[src/rtl/uart_wb_pkg.sv]
// Shared constants and state encoding for the UART-to-Wishbone bridge master.
// Imported by uart_wb_master and uart_wb_txser.
package uart_wb_pkg;

  localparam logic [7:0] CMD_WRITE = 8'h57;  // 'W'
  localparam logic [7:0] CMD_READ  = 8'h52;  // 'R'
  localparam logic [7:0] RSP_OK    = 8'h4B;  // 'K'
  localparam logic [7:0] RSP_ERR   = 8'h45;  // 'E'

  typedef enum logic [2:0] {
    ST_IDLE,
    ST_ADDR,
    ST_DATA,
    ST_BUS,
    ST_RESP
  } state_e;

endpackage

[src/rtl/uart_wb_txser.sv]
// Response serialiser: emits a status byte, optionally followed by a 32-bit word
// MSB first, one byte per transmitter handshake.
module uart_wb_txser
  import uart_wb_pkg::*;
(
  input  logic        i_clk,
  input  logic        in_rst,
  input  logic        i_start,
  input  logic        i_with_data,
  input  logic [7:0]  i_code,
  input  logic [31:0] i_data,
  input  logic        i_byte_tx_busy,
  output logic [7:0]  o_byte_tx_data,
  output logic        o_byte_tx_valid,
  output logic        o_idle
);

  logic [39:0] shreg_q, shreg_d;
  logic [2:0]  rem_q, rem_d;
  logic [1:0]  hold_q, hold_d;
  logic        fire;

  // Strobe is combinational on busy so a byte is never offered to a busy transmitter.
  assign fire            = (rem_q != 3'd0) && (hold_q == 2'd0) && !i_byte_tx_busy;
  assign o_byte_tx_valid = fire;
  assign o_byte_tx_data  = fire ? shreg_q[39:32] : 8'h00;
  assign o_idle          = (rem_q == 3'd0);

  // NOTE: every always_comb output gets a default first so no latch is inferred.
  always_comb begin
    shreg_d = shreg_q;
    rem_d   = rem_q;
    hold_d  = (hold_q != 2'd0) ? hold_q - 2'd1 : 2'd0;
    if (i_start) begin
      shreg_d = {i_code, i_data};
      rem_d   = i_with_data ? 3'd5 : 3'd1;
    end else if (fire) begin
      shreg_d = {shreg_q[31:0], 8'h00};
      rem_d   = rem_q - 3'd1;
      hold_d  = 2'd2;
    end
  end

  // NOTE: sequential state uses non-blocking assignments only.
  always_ff @(posedge i_clk or negedge in_rst) begin
    if (!in_rst) begin
      shreg_q <= '0;
      rem_q   <= '0;
      hold_q  <= '0;
    end else begin
      shreg_q <= shreg_d;
      rem_q   <= rem_d;
      hold_q  <= hold_d;
    end
  end

endmodule

[src/rtl/uart_wb_master.sv]
// UART byte-stream to Wishbone master: 'W'/'R' frames become single word cycles.
// Optional ack timeout enabled by defining UART_WB_TIMEOUT_EN.
module uart_wb_master
  import uart_wb_pkg::*;
#(
  parameter int unsigned TIMEOUT_CYCLES = 1024
) (
  input  logic        i_clk,
  input  logic        in_rst,
  input  logic [7:0]  i_byte_rx_data,
  input  logic        i_byte_rx_valid,
  output logic [7:0]  o_byte_tx_data,
  output logic        o_byte_tx_valid,
  input  logic        i_byte_tx_busy,
  output logic        o_wb_cyc,
  output logic        o_wb_stb,
  output logic        o_wb_we,
  output logic [31:0] o_wb_addr,
  output logic [31:0] o_wb_data,
  output logic [3:0]  o_wb_sel,
  input  logic        i_wb_stall,
  input  logic        i_wb_ack,
  input  logic [31:0] i_wb_data,
  output logic        o_busy
);

  state_e      state_q, state_d;
  logic [1:0]  cnt_q, cnt_d;
  logic        we_q, we_d;
  logic [31:0] addr_q, addr_d;
  logic [31:0] data_q, data_d;
  logic        cyc_q, cyc_d;
  logic        stb_q, stb_d;

  logic        tx_start, tx_with_data, tx_idle;
  logic [7:0]  tx_code;
  logic        bus_timeout;

`ifdef UART_WB_TIMEOUT_EN
  localparam int unsigned TMO_W = (TIMEOUT_CYCLES > 1) ? $clog2(TIMEOUT_CYCLES) : 1;
  logic [TMO_W-1:0] tmo_q, tmo_d;

  always_comb begin
    tmo_d       = (state_q == ST_BUS) ? tmo_q + 1'b1 : '0;
    bus_timeout = (state_q == ST_BUS) && (tmo_q == TMO_W'(TIMEOUT_CYCLES - 1));
  end

  always_ff @(posedge i_clk or negedge in_rst) begin
    if (!in_rst) tmo_q <= '0;
    else         tmo_q <= tmo_d;
  end
`else
  assign bus_timeout = 1'b0;
`endif

  always_comb begin
    state_d      = state_q;
    cnt_d        = cnt_q;
    we_d         = we_q;
    addr_d       = addr_q;
    data_d       = data_q;
    cyc_d        = cyc_q;
    stb_d        = stb_q;
    tx_start     = 1'b0;
    tx_with_data = 1'b0;
    tx_code      = RSP_OK;
    unique case (state_q)
      ST_IDLE: begin
        if (i_byte_rx_valid &&
            (i_byte_rx_data == CMD_WRITE || i_byte_rx_data == CMD_READ)) begin
          we_d    = (i_byte_rx_data == CMD_WRITE);
          cnt_d   = 2'd0;
          state_d = ST_ADDR;
        end
      end
      ST_ADDR: begin
        if (i_byte_rx_valid) begin
          addr_d = {addr_q[23:0], i_byte_rx_data};
          cnt_d  = cnt_q + 2'd1;
          if (cnt_q == 2'd3) begin
            if (we_q) begin
              state_d = ST_DATA;
            end else begin
              state_d = ST_BUS;
              cyc_d   = 1'b1;
              stb_d   = 1'b1;
            end
          end
        end
      end
      ST_DATA: begin
        if (i_byte_rx_valid) begin
          data_d = {data_q[23:0], i_byte_rx_data};
          cnt_d  = cnt_q + 2'd1;
          if (cnt_q == 2'd3) begin
            state_d = ST_BUS;
            cyc_d   = 1'b1;
            stb_d   = 1'b1;
          end
        end
      end
      ST_BUS: begin
        if (stb_q && !i_wb_stall) stb_d = 1'b0;
        // Ack wins over a timeout landing in the same cycle.
        if (i_wb_ack) begin
          cyc_d        = 1'b0;
          stb_d        = 1'b0;
          tx_start     = 1'b1;
          tx_with_data = !we_q;
          state_d      = ST_RESP;
        end else if (bus_timeout) begin
          cyc_d    = 1'b0;
          stb_d    = 1'b0;
          tx_start = 1'b1;
          tx_code  = RSP_ERR;
          state_d  = ST_RESP;
        end
      end
      ST_RESP: begin
        if (tx_idle) state_d = ST_IDLE;
      end
      default: state_d = ST_IDLE;
    endcase
  end

  always_ff @(posedge i_clk or negedge in_rst) begin
    if (!in_rst) begin
      state_q <= ST_IDLE;
      cnt_q   <= '0;
      we_q    <= 1'b0;
      addr_q  <= '0;
      data_q  <= '0;
      cyc_q   <= 1'b0;
      stb_q   <= 1'b0;
    end else begin
      state_q <= state_d;
      cnt_q   <= cnt_d;
      we_q    <= we_d;
      addr_q  <= addr_d;
      data_q  <= data_d;
      cyc_q   <= cyc_d;
      stb_q   <= stb_d;
    end
  end

  // The read word is captured straight into the serialiser on the ack cycle.
  uart_wb_txser u_txser (
    .i_clk          (i_clk),
    .in_rst         (in_rst),
    .i_start        (tx_start),
    .i_with_data    (tx_with_data),
    .i_code         (tx_code),
    .i_data         (i_wb_data),
    .i_byte_tx_busy (i_byte_tx_busy),
    .o_byte_tx_data (o_byte_tx_data),
    .o_byte_tx_valid(o_byte_tx_valid),
    .o_idle         (tx_idle)
  );

  assign o_wb_cyc  = cyc_q;
  assign o_wb_stb  = stb_q;
  assign o_wb_we   = cyc_q & we_q;
  assign o_wb_addr = addr_q;
  assign o_wb_data = data_q;
  assign o_wb_sel  = {4{cyc_q}};
  assign o_busy    = (state_q != ST_IDLE);

endmodule

[config.mk]
export PLATFORM = sky130hd
export DESIGN_NAME = uart_wb_master
export DESIGN_NICKNAME = d
export VERILOG_FILES = /design/src/rtl/uart_wb_pkg.sv /design/src/rtl/uart_wb_txser.sv /design/src/rtl/uart_wb_master.sv
export SDC_FILE = /design/constraint.sdc
export NUM_CORES = 1
export LEC_CHECK = 0
export ABC_AREA = 1
export BUFFER_PORTS_ARGS = -buffer_cell sky130_fd_sc_hd__buf_2
export CAP_MARGIN = 20
export CORE_MARGIN = 2
export CORE_UTILIZATION = 50
export CTS_CLUSTER_SIZE = 28
export DETAILED_ROUTE_END_ITERATION = 7
export PLACE_DENSITY = 0.76
export SETUP_SLACK_MARGIN = 0.15
export SLEW_MARGIN = 0
export SYNTH_ARGS = -nofsm -noshare
export SYNTH_HDL_FRONTEND = slang
export SYNTH_SLANG_ARGS = --single-unit
[constraint.sdc]
create_clock -name i_clk -period 2.1 [get_ports i_clk]
set_input_delay 0.21 -clock i_clk [delete_from_list [all_inputs] [get_ports i_clk]]
set_output_delay 0.21 -clock i_clk [all_outputs]
set_load 0.02 [all_outputs]
==> run metrics <==
Worst path max stage delay=0.36 ns; PwrDens=1630 nW/µm²; number of design-rule violations left by the first detailed-router iteration=289; number of warnings issued by yosys=0; max-slew violation total from the final report=0; fraction of the mapped netlist area in simple logic gates=17.3%; starting density of the core=51.1%; CP cell instances=inv_2 -> ha_4 -> ha_4 -> nor2_4 -> nand2_4 -> nor2_4 -> buf_6; arrival time worst endpoint=1.86 ns; net count reported at finish=750; CTS tree=done; CP Launch Type=flop; final setup skew=0.00689 ns; synthesized-area fraction occupied by adder cells=0.755%; Avg WL per Cell=14.1 µm; sequential power share=34.6%; first-pass GRT wire length=19,400 µm; vias after detailed routing=4,246; final routed DRC violation total=0; Combinational Power Share=40.3%; num rows=36; post-route core utilization=70.3%; synthesis-stage register bit count=117; leading register cell type out of synthesis=sky130_fd_sc_hd__dfrtp_1; total routing usage reported by global routing=22.8%; cell internal pwr=6.68 mW; Hold/Removal Path Class=in2reg; Post-Synthesis Net Count=579; Floorplan Core Area=9730 µm²; endpoint type of the worst setup path=primary output; result of the run=finished, final reports clean; multiplexer share of the synthesized area=3.78%; switching power total=4.49 mW; clock period minus final worst setup slack=2.07 ns; number of library cell types mapped by synthesis=28; CTS buffer count=17; Hold Vio Cnt, Final=0; H-Tree Depth=4; Required @ worst endpoint=1.89 ns; setup repair after global routing missed its margin=yes; clock latency at the later pin of the worst-skew pair=0.52 ns; half-perimeter wire length after placement=7230 µm; leakage power=3.52 nW; Total Routed Length=11,900 µm; number of global-route vias before repair=4,040; critical path's slowest cell=sky130_fd_sc_hd__dfrtp_1; worst voltage drop across the vdd grid=0.840 mV; xor/xnor cell area share of the yosys netlist=0%; Compound-Gate Fraction of Synth Area=10.3%; Worst Setup Path Type=reg2out; Clock transition at path regs=0.06 ns; Post-Syn Area=4970 µm²; Peak Freq=0.484 GHz; count of input and output buffers=126; clock sink total=117; top-level port count=127; EDFF count, synth=0; ANT cells=0; Async S/R FF share, synth=100%; Max Cap Viol=0; chip height=104 µm; ANT nets after route=0; headroom to the max-slew limit=64.5%; Setup-failing EPs final=0; routability congestion estimate=0.864; maximum fanout encountered on the critical timing path=5; transition time at the pin with the least slew margin=0.532 ns; number of instances in the synthesized netlist=530; post-layout total power=11.2 mW; area growth from synthesis to final layout=37.7%; Clk network pwr share=25.1%; Avg Inst Size Synth=9.38 µm²; largest net degree at the start of global routing=57; Clock Tree Buf Depth=2; DR vias/cell=5.01; share of the cycle needed by the critical path after routing=98.4%; GRT overflow=0; fraction of layout cells with a size suffix above 1=29.6%; number of iterations in the first detailed-routing pass=5; clock root buffer=sky130_fd_sc_hd__clkbuf_8; top cell type by total area after synthesis=sky130_fd_sc_hd__dfrtp_1; combinational family with the most area after synthesis=simple AND/OR/NAND/NOR gates; part of the Yosys area used for sequential elements=58.9%; fillers=741; top cells by area, synth=sky130_fd_sc_hd__dfrtp_1 59%, sky130_fd_sc_hd__nand2_1 10%, sky130_fd_sc_hd__inv_1 4.8%; horizontal extent of the die=104 µm; area of the die=10,800 µm²; fraction of synthesized cell area taken by the top area cell type=58.9%; switching part of the total power=40.2%; antenna violations before repair=0
==> metrics by stage <==
stage / hold slack [ns] / worst slack [ns] / setup TNS [ns] / cell area (µm²) / std cells
after CTS: 0.00732 / 0.0356 / 0 / 6790 / 846
after global routing: 0.0360 / -0.0489 / -0.144 / 6840 / 847
after detailed placement: 0.230 / 0.278 / 0 / 5690 / 773
after floorplan: -0.0856 / 0.350 / 0 / 4970 / 530
final: 0.0141 / 0.0328 / 0 / 6840 / 847
after global placement: 0.221 / 0.356 / 0 / 5690 / 773
==> power groups by stage <==
stage	Combinational, mW	Clock (mW)	Sequential [mW]
2_1_floorplan	2.27	0	4.49
3_3_place_gp	3.99	0	3.82
3_5_place_dp	4.10	0	3.87
4_1_cts	4.39	2.83	3.84
5_1_grt	4.96	2.95	3.98
6_report	4.50	2.81	3.86
==> synthesized netlist by cell type (6+ instances only) <==
cell	number
sky130_fd_sc_hd__o21ai_1	23
sky130_fd_sc_hd__o211ai_1	14
sky130_fd_sc_hd__buf_4	11
sky130_fd_sc_hd__o21ai_0	24
sky130_fd_sc_hd__inv_1	63
sky130_fd_sc_hd__mux2_2	8
sky130_fd_sc_hd__buf_2	13
sky130_fd_sc_hd__nor2_1	39
sky130_fd_sc_hd__nand3_1	18
sky130_fd_sc_hd__mux2_1	6
sky130_fd_sc_hd__nand2_1	137
sky130_fd_sc_hd__dfrtp_1	117
sky130_fd_sc_hd__a21oi_1	21
==> final timing paths <==
path	depth (start not counted)	from	end	slack (ns)
hold / removal	3	i_byte_rx_data[2]	o_wb_data[2]	0.01
hold reg to reg	1	u_txser.hold_q[0]	u_txser.hold_q[0]	0.46
min in group asynchronous	2	in_rst	o_wb_addr[30]	0.22
setup reg to reg	10	u_txser.rem_q[0]	u_txser.rem_q[2]	0.27
setup / recovery	7	u_txser.rem_q[0]	o_byte_tx_data[5]	0.03
max in group asynchronous	3	in_rst	u_txser.shreg_q[31]	1.24
==> state kept, by name, summed over array words and instances (netlist names), 2 cells and up <==
register         count
state_q              3
u_txser.shreg_q     40
u_txser.rem_q        3
u_txser.hold_q       2
o_wb_data           32
cnt_q                2
o_wb_addr           32
==> kinds of logic after synthesis <==
family	after synthesis
simple gates	208
flops	117
buf+inv	95
compound gates	91
mux	16
fa+ha+maj	3
==> critical path: cells and delay by family (launching register included) <==
kind,cells,cell delay [ns]
flip-flops,1,0.36
adder cells (fa/ha/maj),2,0.32
AND/OR/NAND/NOR,3,0.47
buffers and inverters,2,0.18
==> layer usage <==
layer  vias to the layer above  GRT usage, %  part of all wire, %
met5                         -             0                    0
met2                       150          37.0                   49
met4                         0          8.40                  1.8
met1                      2045          29.6                   43
met3                        21          5.85                  6.3
li1                       2030             -                    -
==> area by class of cell <==
type	instances	area, µm²	area share, %
Sequential cell	117	2930	42.8
Multi-Input combinational cell	319	1710	25.1
Timing Repair Buffer	179	1200	17.6
Clock buffer	18	418	6.11
Inverter	67	251	3.68
Tap cell	133	166	2.43
Clock inverter	14	161	2.36
==> cell usage in the layout (no fill, tap or decap), types with 2 or more instances in the layout <==
cell	Yosys	routed
sky130_fd_sc_hd__nand2_1	137	137
sky130_fd_sc_hd__dfrtp_1	117	117
sky130_fd_sc_hd__buf_2	13	116
sky130_fd_sc_hd__inv_1	63	61
sky130_fd_sc_hd__dlygate4sd3_1	0	38
sky130_fd_sc_hd__nor2_1	39	30
sky130_fd_sc_hd__o21ai_0	24	24
sky130_fd_sc_hd__o21ai_1	23	23
sky130_fd_sc_hd__a21oi_1	21	21
sky130_fd_sc_hd__nand3_1	18	18
sky130_fd_sc_hd__clkbuf_16	0	16
sky130_fd_sc_hd__buf_4	11	15
sky130_fd_sc_hd__o211ai_1	14	14
sky130_fd_sc_hd__nor2_4	2	11
sky130_fd_sc_hd__mux2_2	8	8
sky130_fd_sc_hd__buf_6	4	8
sky130_fd_sc_hd__inv_2	4	6
sky130_fd_sc_hd__mux2_1	6	6
sky130_fd_sc_hd__clkinvlp_4	0	5
sky130_fd_sc_hd__clkinv_2	0	5
sky130_fd_sc_hd__o22ai_1	4	4
sky130_fd_sc_hd__nand2_4	1	3
sky130_fd_sc_hd__nand4_1	3	3
sky130_fd_sc_hd__a22oi_1	3	3
sky130_fd_sc_hd__bufinv_16	0	3
sky130_fd_sc_hd__nor2_2	2	2
sky130_fd_sc_hd__nand2_2	3	2
sky130_fd_sc_hd__mux2_4	2	2
sky130_fd_sc_hd__ha_4	0	2
sky130_fd_sc_hd__buf_12	0	2
==> repair_timing <==
action                                 4_1_cts  5_1_grt
pin swaps                                    5        5
setup buffers                                2        1
setup endpoints to repair                    9       13
gates cloned                                 1        0
hold buffers                                38        0
resized for setup                           34       11
endpoints found under the hold margin       77        0
Power figures use the tool's default switching activity.
